`config.mk`:
```
export PLATFORM = sky130hd
export DESIGN_NAME = rf_wr_arb
export DESIGN_NICKNAME = d
export VERILOG_FILES = /design/src/rtl/rf_wr_arb_pkg.sv /design/src/rtl/rf_wr_starve_tmr.sv /design/src/rtl/rf_wr_arb.sv
export SDC_FILE = /design/constraint.sdc
export NUM_CORES = 1
export LEC_CHECK = 0
export CORE_MARGIN = 5
export CORE_UTILIZATION = 24
export DETAILED_ROUTE_END_ITERATION = 7
export PLACE_DENSITY = 0.83
export SKIP_CTS_REPAIR_TIMING = 1
export SYNTH_ARGS = -nofsm -noshare
export SYNTH_HDL_FRONTEND = slang
export SYNTH_SLANG_ARGS = --single-unit
```
`constraint.sdc`:
```
create_clock -name clk -period 2.25 [get_ports clk]
set_input_delay 0.45 -clock clk [delete_from_list [all_inputs] [get_ports clk]]
set_output_delay 0.45 -clock clk [all_outputs]
set_load 0.03 [all_outputs]
```
`src/rtl/rf_wr_arb_pkg.sv`:
```
// Shared encodings and types for the register-file write-port arbiter.
// R31 is hardwired zero, so writes to it are acknowledged but never reach the port.
package rf_wr_arb_pkg;

    localparam logic [4:0] REG_ZERO = 5'd31;

    typedef enum logic {
        ARB_IDLE   = 1'b0,
        ARB_STARVE = 1'b1
    } arb_state_e;

    typedef enum logic {
        REQ_MDU = 1'b0,
        REQ_DBG = 1'b1
    } req_e;

    typedef struct packed {
        logic [4:0]  addr;
        logic [31:0] data;
    } rf_wr_t;

    // A request that actually needs the write port (valid and not aimed at R31).
    function automatic logic needs_port(input logic valid, input logic [4:0] addr);
        return valid && (addr != REG_ZERO);
    endfunction

endpackage

```
`src/rtl/rf_wr_starve_tmr.sv`:
```
// Wait counter and IDLE/STARVE FSM; raises stall_req once a secondary requester
// has waited STARVE_LIMIT consecutive cycles, until it is served or withdraws.
module rf_wr_starve_tmr
    import rf_wr_arb_pkg::*;
#(
    parameter int STARVE_LIMIT = 8,
    parameter int CNT_W        = $clog2(STARVE_LIMIT + 1)
) (
    input  logic clk,
    input  logic rst_n,
    input  logic i_waiting,
    input  logic i_sec_grant,
    input  logic i_sec_valid,
    output logic o_stall_req
);

    localparam logic [CNT_W-1:0] LIMIT = CNT_W'(STARVE_LIMIT);

    logic [CNT_W-1:0] r_wait_cnt;
    arb_state_e       r_state;
    arb_state_e       w_state_nxt;
    logic             w_cnt_hit;

    always_ff @(posedge clk or negedge rst_n) begin
        if (!rst_n) begin
            r_wait_cnt <= '0;
        end else if (i_sec_grant || !i_waiting) begin
            r_wait_cnt <= '0;
        end else if (r_wait_cnt != LIMIT) begin
            r_wait_cnt <= r_wait_cnt + CNT_W'(1);
        end
    end

    // True on the edge at which the counter reaches the limit (saturation holds it there).
    assign w_cnt_hit = i_waiting && !i_sec_grant && (r_wait_cnt == LIMIT - CNT_W'(1));

    always_ff @(posedge clk or negedge rst_n) begin
        if (!rst_n) r_state <= ARB_IDLE;
        else        r_state <= w_state_nxt;
    end

    always_comb begin
        w_state_nxt = r_state;
        case (r_state)
            ARB_IDLE:   if (w_cnt_hit) w_state_nxt = ARB_STARVE;
            ARB_STARVE: if (i_sec_grant || !i_sec_valid) w_state_nxt = ARB_IDLE;
            default:    w_state_nxt = ARB_IDLE;
        endcase
    end

    always_comb begin
        o_stall_req = (r_state == ARB_STARVE);
    end

endmodule

```
`src/rtl/rf_wr_arb.sv`:
```
// Shares the single register-file write port between WB (absolute priority),
// the MDU and the debug port (round-robin in free slots). Write path is combinational.
module rf_wr_arb
    import rf_wr_arb_pkg::*;
#(
    parameter int STARVE_LIMIT = 8,
    parameter int CNT_W        = $clog2(STARVE_LIMIT + 1)
) (
    input  logic        clk,
    input  logic        rst_n,
    input  logic        wb_we,
    input  logic [4:0]  wb_addr,
    input  logic [31:0] wb_data,
    input  logic        mdu_valid,
    input  logic [4:0]  mdu_addr,
    input  logic [31:0] mdu_data,
    output logic        mdu_ready,
    input  logic        dbg_valid,
    input  logic [4:0]  dbg_addr,
    input  logic [31:0] dbg_data,
    output logic        dbg_ready,
    output logic        stall_req,
    output logic        rf_we,
    output logic [4:0]  rf_w_addr,
    output logic [31:0] rf_w_data
);

    req_e   r_rr_last;
    logic   w_wb_real;
    logic   w_mdu_real;
    logic   w_dbg_real;
    logic   w_gnt_mdu;
    logic   w_gnt_dbg;
    logic   w_sec_grant;
    logic   w_waiting;
    rf_wr_t w_wr;

    assign w_wb_real  = needs_port(wb_we, wb_addr);
    assign w_mdu_real = needs_port(mdu_valid, mdu_addr);
    assign w_dbg_real = needs_port(dbg_valid, dbg_addr);

    // Secondary grants only in slots WB leaves free; on a tie the one not served last wins.
    always_comb begin
        w_gnt_mdu = 1'b0;
        w_gnt_dbg = 1'b0;
        if (!w_wb_real) begin
            if (w_mdu_real && w_dbg_real) begin
                w_gnt_mdu = (r_rr_last == REQ_DBG);
                w_gnt_dbg = (r_rr_last == REQ_MDU);
            end else begin
                w_gnt_mdu = w_mdu_real;
                w_gnt_dbg = w_dbg_real;
            end
        end
    end

    assign w_sec_grant = w_gnt_mdu || w_gnt_dbg;

    always_comb begin
        w_wr = '{addr: wb_addr, data: wb_data};
        if (w_gnt_mdu)      w_wr = '{addr: mdu_addr, data: mdu_data};
        else if (w_gnt_dbg) w_wr = '{addr: dbg_addr, data: dbg_data};
    end

    // Strobes are gated by rst_n so they drop asynchronously during reset.
    always_comb begin
        rf_we     = rst_n && (w_wb_real || w_sec_grant);
        rf_w_addr = w_wr.addr;
        rf_w_data = w_wr.data;
        mdu_ready = rst_n && (w_gnt_mdu || (mdu_valid && mdu_addr == REG_ZERO));
        dbg_ready = rst_n && (w_gnt_dbg || (dbg_valid && dbg_addr == REG_ZERO));
    end

    always_ff @(posedge clk or negedge rst_n) begin
        if (!rst_n)         r_rr_last <= REQ_DBG;
        else if (w_gnt_mdu) r_rr_last <= REQ_MDU;
        else if (w_gnt_dbg) r_rr_last <= REQ_DBG;
    end

    assign w_waiting = (mdu_valid && !mdu_ready) || (dbg_valid && !dbg_ready);

    rf_wr_starve_tmr #(
        .STARVE_LIMIT (STARVE_LIMIT),
        .CNT_W        (CNT_W)
    ) u_starve_tmr (
        .clk          (clk),
        .rst_n        (rst_n),
        .i_waiting    (w_waiting),
        .i_sec_grant  (w_sec_grant),
        .i_sec_valid  (mdu_valid || dbg_valid),
        .o_stall_req  (stall_req)
    );

endmodule

```
== Word level (Yosys, flattened, before mapping) ==
Cells that the tools add are included.
Widths: inputs -> output; s select.
Word-level totals
  register bits after elaboration: 6
  input port bits: 116
Operators by class
  $add $sub $neg: 1
  equal/unequal tests: 7
  multiplexer cells: 13
  bitwise gates (word level): 2
  reduce and logical (&&, ||, !) cells: 28
Operators with widths (count)
  $mux 37: 2
  $ne 5x5->1 const B: 3
  $logic_and 1x1->1: 13
  $eq 5x5->1 const B: 2
  $logic_or 1x1->1: 8
  $mux 1: 8
  $mux 4: 2
  $logic_not 1->1: 5
  $add 4x1->4 const B: 1
  $eq 4x3->1 const B: 1
  $ne 4x4->1 const B: 1
  $reduce_bool 2->1: 2
  $not 1->1: 2
  $pmux 1 s2: 1

== Longest topological paths before layout ==
  depth after elaboration: 14
  depth in mapped cells: 7
  depth with buffers taken out: 6

== Cells and area by module ==
A second synthesis with hierarchy kept.
Unflattened totals
  cells, all modules: 212
  area total of the unflattened synthesis: 1590.3 um^2
Modules (own cells, without submodules)
  rf_wr_arb: times used 1, cells each 186, area each 1330.0 um^2
  rf_wr_starve_tmr: times used 1, cells each 26, area each 260.2 um^2

== Least setup slack after synthesis ==
OpenSTA, ideal clock, no wires.
  kind: input -> output
  from: input mdu_addr[2]
  to: output dbg_ready
  arrival: 1896 ps
  data required time: 1800 ps
  slack: -96 ps
  stages: 6
  cells stage by stage: nand3_1 -> o21ai_2 -> o211ai_1 -> buf_4 -> buf_2 -> a21boi_0
On the way
  cells in the longest elaborated chain, start to end: 7
Ends and longest elaborated chain
  start, declared: RTL line rf_wr_arb.sv:15  | input logic [4:0] mdu_addr,
  $ne 5x5->1: RTL line rf_wr_arb_pkg.sv:24  | return valid && (addr != REG_ZERO);
  $logic_and 1x1->1: RTL line rf_wr_arb_pkg.sv:24
  $logic_and 1x1->1: RTL line rf_wr_arb.sv:47  | if (w_mdu_real && w_dbg_real) begin
  $mux 1: RTL line rf_wr_arb.sv:47
  $mux 1: RTL line rf_wr_arb.sv:46  | if (!w_wb_real) begin
  $logic_or 1x1->1: RTL line rf_wr_arb.sv:71  | dbg_ready = rst_n && (w_gnt_dbg || (dbg_valid && dbg_addr == REG_ZERO));
  $logic_and 1x1->1: RTL line rf_wr_arb.sv:71
  end, declared: RTL line rf_wr_arb.sv:21  | output logic dbg_ready,
No other way between the ends.

== Worst setup path after layout ==
  from: input mdu_addr[3]
  to: output rf_w_addr[1]
On the way
  cells in the longest elaborated chain, start to end: 7
  elaborated cells on any way between the ends: 9
  classes of those cells: 1 x eq/ne; 6 x mux; 2 x reduce/logical
Ends and longest elaborated chain
  $ne 5x5->1 *: RTL line rf_wr_arb_pkg.sv:24
  $logic_and 1x1->1 *: RTL line rf_wr_arb_pkg.sv:24
  $logic_and 1x1->1: RTL line rf_wr_arb.sv:47
  $mux 1: RTL line rf_wr_arb.sv:47
  $mux 1: RTL line rf_wr_arb.sv:46
  $mux 37: RTL line rf_wr_arb.sv:62  | else if (w_gnt_dbg) w_wr = '{addr: dbg_addr, data: dbg_data};
  $mux 37 *: RTL line rf_wr_arb.sv:61  | if (w_gnt_mdu) w_wr = '{addr: mdu_addr, data: mdu_data};
  end, declared: RTL line rf_wr_arb.sv:24  | output logic [4:0] rf_w_addr,
Mark *: on every way between the ends. The rest lies on a longest branch, timed or not.

==> reports/results.md <==
• run status: complete, no violations
• width of the die: 76.4 µm
• total placed instance area: 2770 µm²
• area of the core region: 4320 µm²
• vias in the first global route: 1,852
• Final Cell Area: 3120 µm²
• Setup Skew: 0.00600 ns
• Synth Area in Compound Gates: 35.7%
• largest net degree at the start of global routing: 26
• most frequent cells in the layout: sky130_fd_sc_hd__clkdlybuf4s50_1, sky130_fd_sc_hd__nor2_1, sky130_fd_sc_hd__buf_4
• final setup TNS: 0 ns
• count of vias placed by the detailed router: 2,077
• number of CTS-inserted buffers: 3
• dominant combinational cell family by area after synthesis: compound AO/OA/AOI/OAI gates
• leftover overflow at the end of global routing: 0
• leak pwr: 1.42 nW
• share of Yosys cell area claimed by the top area cell type: 29.1%
• setup repair after global routing missed its margin: true
• Slowest Stage Delay on Critical Path: 0.32 ns
• Synth Area in Simple Gates: 35.3%
• r2r setup slk: 1.07 ns
• power density of the placed cells: 367 nW/µm²
• Pins Over Slew Limit: 0
• flops & latches, synth: 6
• Mapped Avg Cell Area: 5.91 µm²
• number of antenna violations at the first check in global routing: 0
• terminating pin of the worst hold path: r_rr_last$_DFFE_PN1P_
• DR pass1 iterations: 4
• Routability Congestion: 0.921
• worst-path fanout max: 25
• global-route total usage across every layer: 19.3%
• count of boundary I/O pins: 157
• Clk Tree Root Cell: sky130_fd_sc_hd__clkbuf_8
• Synth Instances: 179
• count of different cell masters after synthesis: 28
• top cell type by total area after synthesis: sky130_fd_sc_hd__nor2_1
• Post-Synth XOR/XNOR Area: 1.66%
• hpwl dp: 5.27 mm
• Cell Count, Final, Fillers Out: 415
• clock tree from TritonCTS: done
• hold path depth: 2
• count of unresolved DRC violations after routing: 0
• Worst setup SP type: input port
• FP Rows: 24
• Area Overhead vs Synth: 195%
• most common library cell in the layout ignoring fill and taps: sky130_fd_sc_hd__clkdlybuf4s50_1
• post-synthesis share of cell area spent on full adders, half adders and majority gates: 2.37%
• mux cell area share after synthesis: 0.947%
• worst path arrival time: 1.79 ns
• count of endpoints failing hold in the final timing report: 0
• Slew headroom: 73.4%
• required time of the worst setup path: 1.80 ns
• cell area after technology mapping: 1060 µm²
• placed instance count: 398
• global-route wire length before repair: 9.36 mm
• total of max-cap violations: 0
• sequential fraction of the synthesis area: 14.3%
• yosys warns: 0
• final worst path period need: 2.24 ns
• overall routed net length: 6.98 mm
• DR WL/cell: 16.8 µm
• type of the worst setup path: in -> out
• slew of the pin with the lowest slew margin: 0.394 ns
• sink count of the clock tree: 6
• maximum VDD drop: 0.530 mV
• overall die area: 5830 µm²
• slowest cell on the critical path: sky130_fd_sc_hd__a211o_1
• vias per cell: 5.00
• maximum level of the CTS H-tree: 1
• insertion delay of the later-clocked pin in the worst-skew pair: 0.22 ns
• ANT cells: 0
• clock slew at reported path FFs: 0.03 ns
• effective utilization at floorplan: 24.5%
• number of buffer cells added on primary ports: 156
• die height: 76.4 µm
• Fmax: 447 MHz
• # nets final: 482
• R2R Path End: u_starve_tmr.r_wait_cnt[0]$_DFFE_PN0P_
• share of cells above drive strength 1: 32.5%
• critical path cell sequence: dlymetal6s2s_1 > nand2_2 > o21ai_4 > buf_4 > a211o_1 > buf_12 > nor2_1 > nor2_2 > clkbuf_16
• count of cells along the worst register-to-register path: 6
• DR iter-0 viols: 101
• total power of the final layout: 1.15 mW
• Period Utilization, post-route: 99.4%
• hold crit path type: reg -> reg
• leading cell types by total area after synthesis: sky130_fd_sc_hd__nor2_1, sky130_fd_sc_hd__o22ai_1, sky130_fd_sc_hd__dfrtp_1
• synthesized net count: 297
• CP Capture Type: output port
• Final Setup Violations: 0
• Final ANT Viol Nets: 0
• worst reg2reg path startpoint: u_starve_tmr.r_wait_cnt[0]$_DFFE_PN0P_
• maximum clock insertion buffer count: 2
• worst min-delay path startpoint: r_rr_last$_DFFE_PN1P_
-- logic make-up after synthesis --
family | after synthesis
AND/OR/NAND/NOR | 95
multiplexers | 1
buffers and inverters | 15
XOR/XNOR | 2
adder cells (fa/ha/maj) | 2
flip-flops | 6
AO/OA/AOI/OAI | 58
-- Yosys cell counts, drive strengths merged --
library cell  instances
o21ai                 6
o21a                  3
o31ai                 1
a311oi                1
clkbuf                1
o211ai                1
inv                   3
xor2                  1
ha                    2
o22ai                38
nand3                 5
o211a                 1
xnor2                 1
mux2i                 1
dfrtp                 5
buf                  11
a21oi                 4
a211o                 1
a21boi                2
dfstp                 1
nor2                 82
nand2                 7
nor4b                 1
-- layout make-up --
| type | instances | area [µm²] |
|---|---|---|
| clock buffer | 4 | 45.0 |
| fill | 340 | 1200 |
| inverter | 3 | 11.3 |
| multi-input combinational | 158 | 948 |
| sequential | 6 | 151 |
| tap | 52 | 65.1 |
| timing repair buffer | 192 | 1900 |
-- registers in the layout (all words and copies together) (netlist names) --
signal,count
r_rr_last,1
u_starve_tmr.o_stall_req,1
u_starve_tmr.r_wait_cnt,4
-- power by group --
| part | switching [mW] | internal, mW |
|---|---|---|
| clock network | 0.0472 | 0.122 |
| registers | 0.00849 | 0.120 |
| logic | 0.402 | 0.447 |
| total | 0.457 | 0.689 |
-- critical path, delay by kind of cell --
family                 cells  cell delay [ns]
and+or+nand+nor            3             0.31
AOI/OAI and AO/OA          2             0.39
buffers and inverters      4             0.63
-- through the flow --
stage               hold WS (ns)  util (%)  setup WS [ns]
floorplan                  0.154         -         0.0690
global placement           0.503      64.0         -0.403
detailed placement         0.504      64.0         -0.435
CTS                        0.508      65.0         -0.451
global route               0.539      72.2        -0.0506
finish                     0.512      72.2         0.0146
-- worst max-delay path by stage --
| stage | from | endpoint | slack (ns) | cells after the start |
|---|---|---|---|---|
| 2_1_floorplan | wb_addr[2] | rf_w_data[10] | 0.07 | 7 |
| 3_3_place_gp | mdu_addr[0] | rf_we | -0.40 | 7 |
| 3_5_place_dp | mdu_addr[0] | rf_w_data[26] | -0.44 | 9 |
| 4_1_cts | mdu_addr[0] | rf_we | -0.45 | 7 |
| 5_1_grt | mdu_addr[0] | rf_w_data[22] | -0.05 | 10 |
| 6_report | mdu_addr[3] | rf_w_addr[1] | 0.01 | 9 |
-- metal layers --
layer	up-vias	track usage (%)	routed length, µm
met2	110	34.5	3580
met4	0	4.20	144
met5	-	0	0
met1	943	22.4	2640
li1	1008	-	-
met3	16	6.03	609
Note: power is estimated with default switching activity, not from simulation.
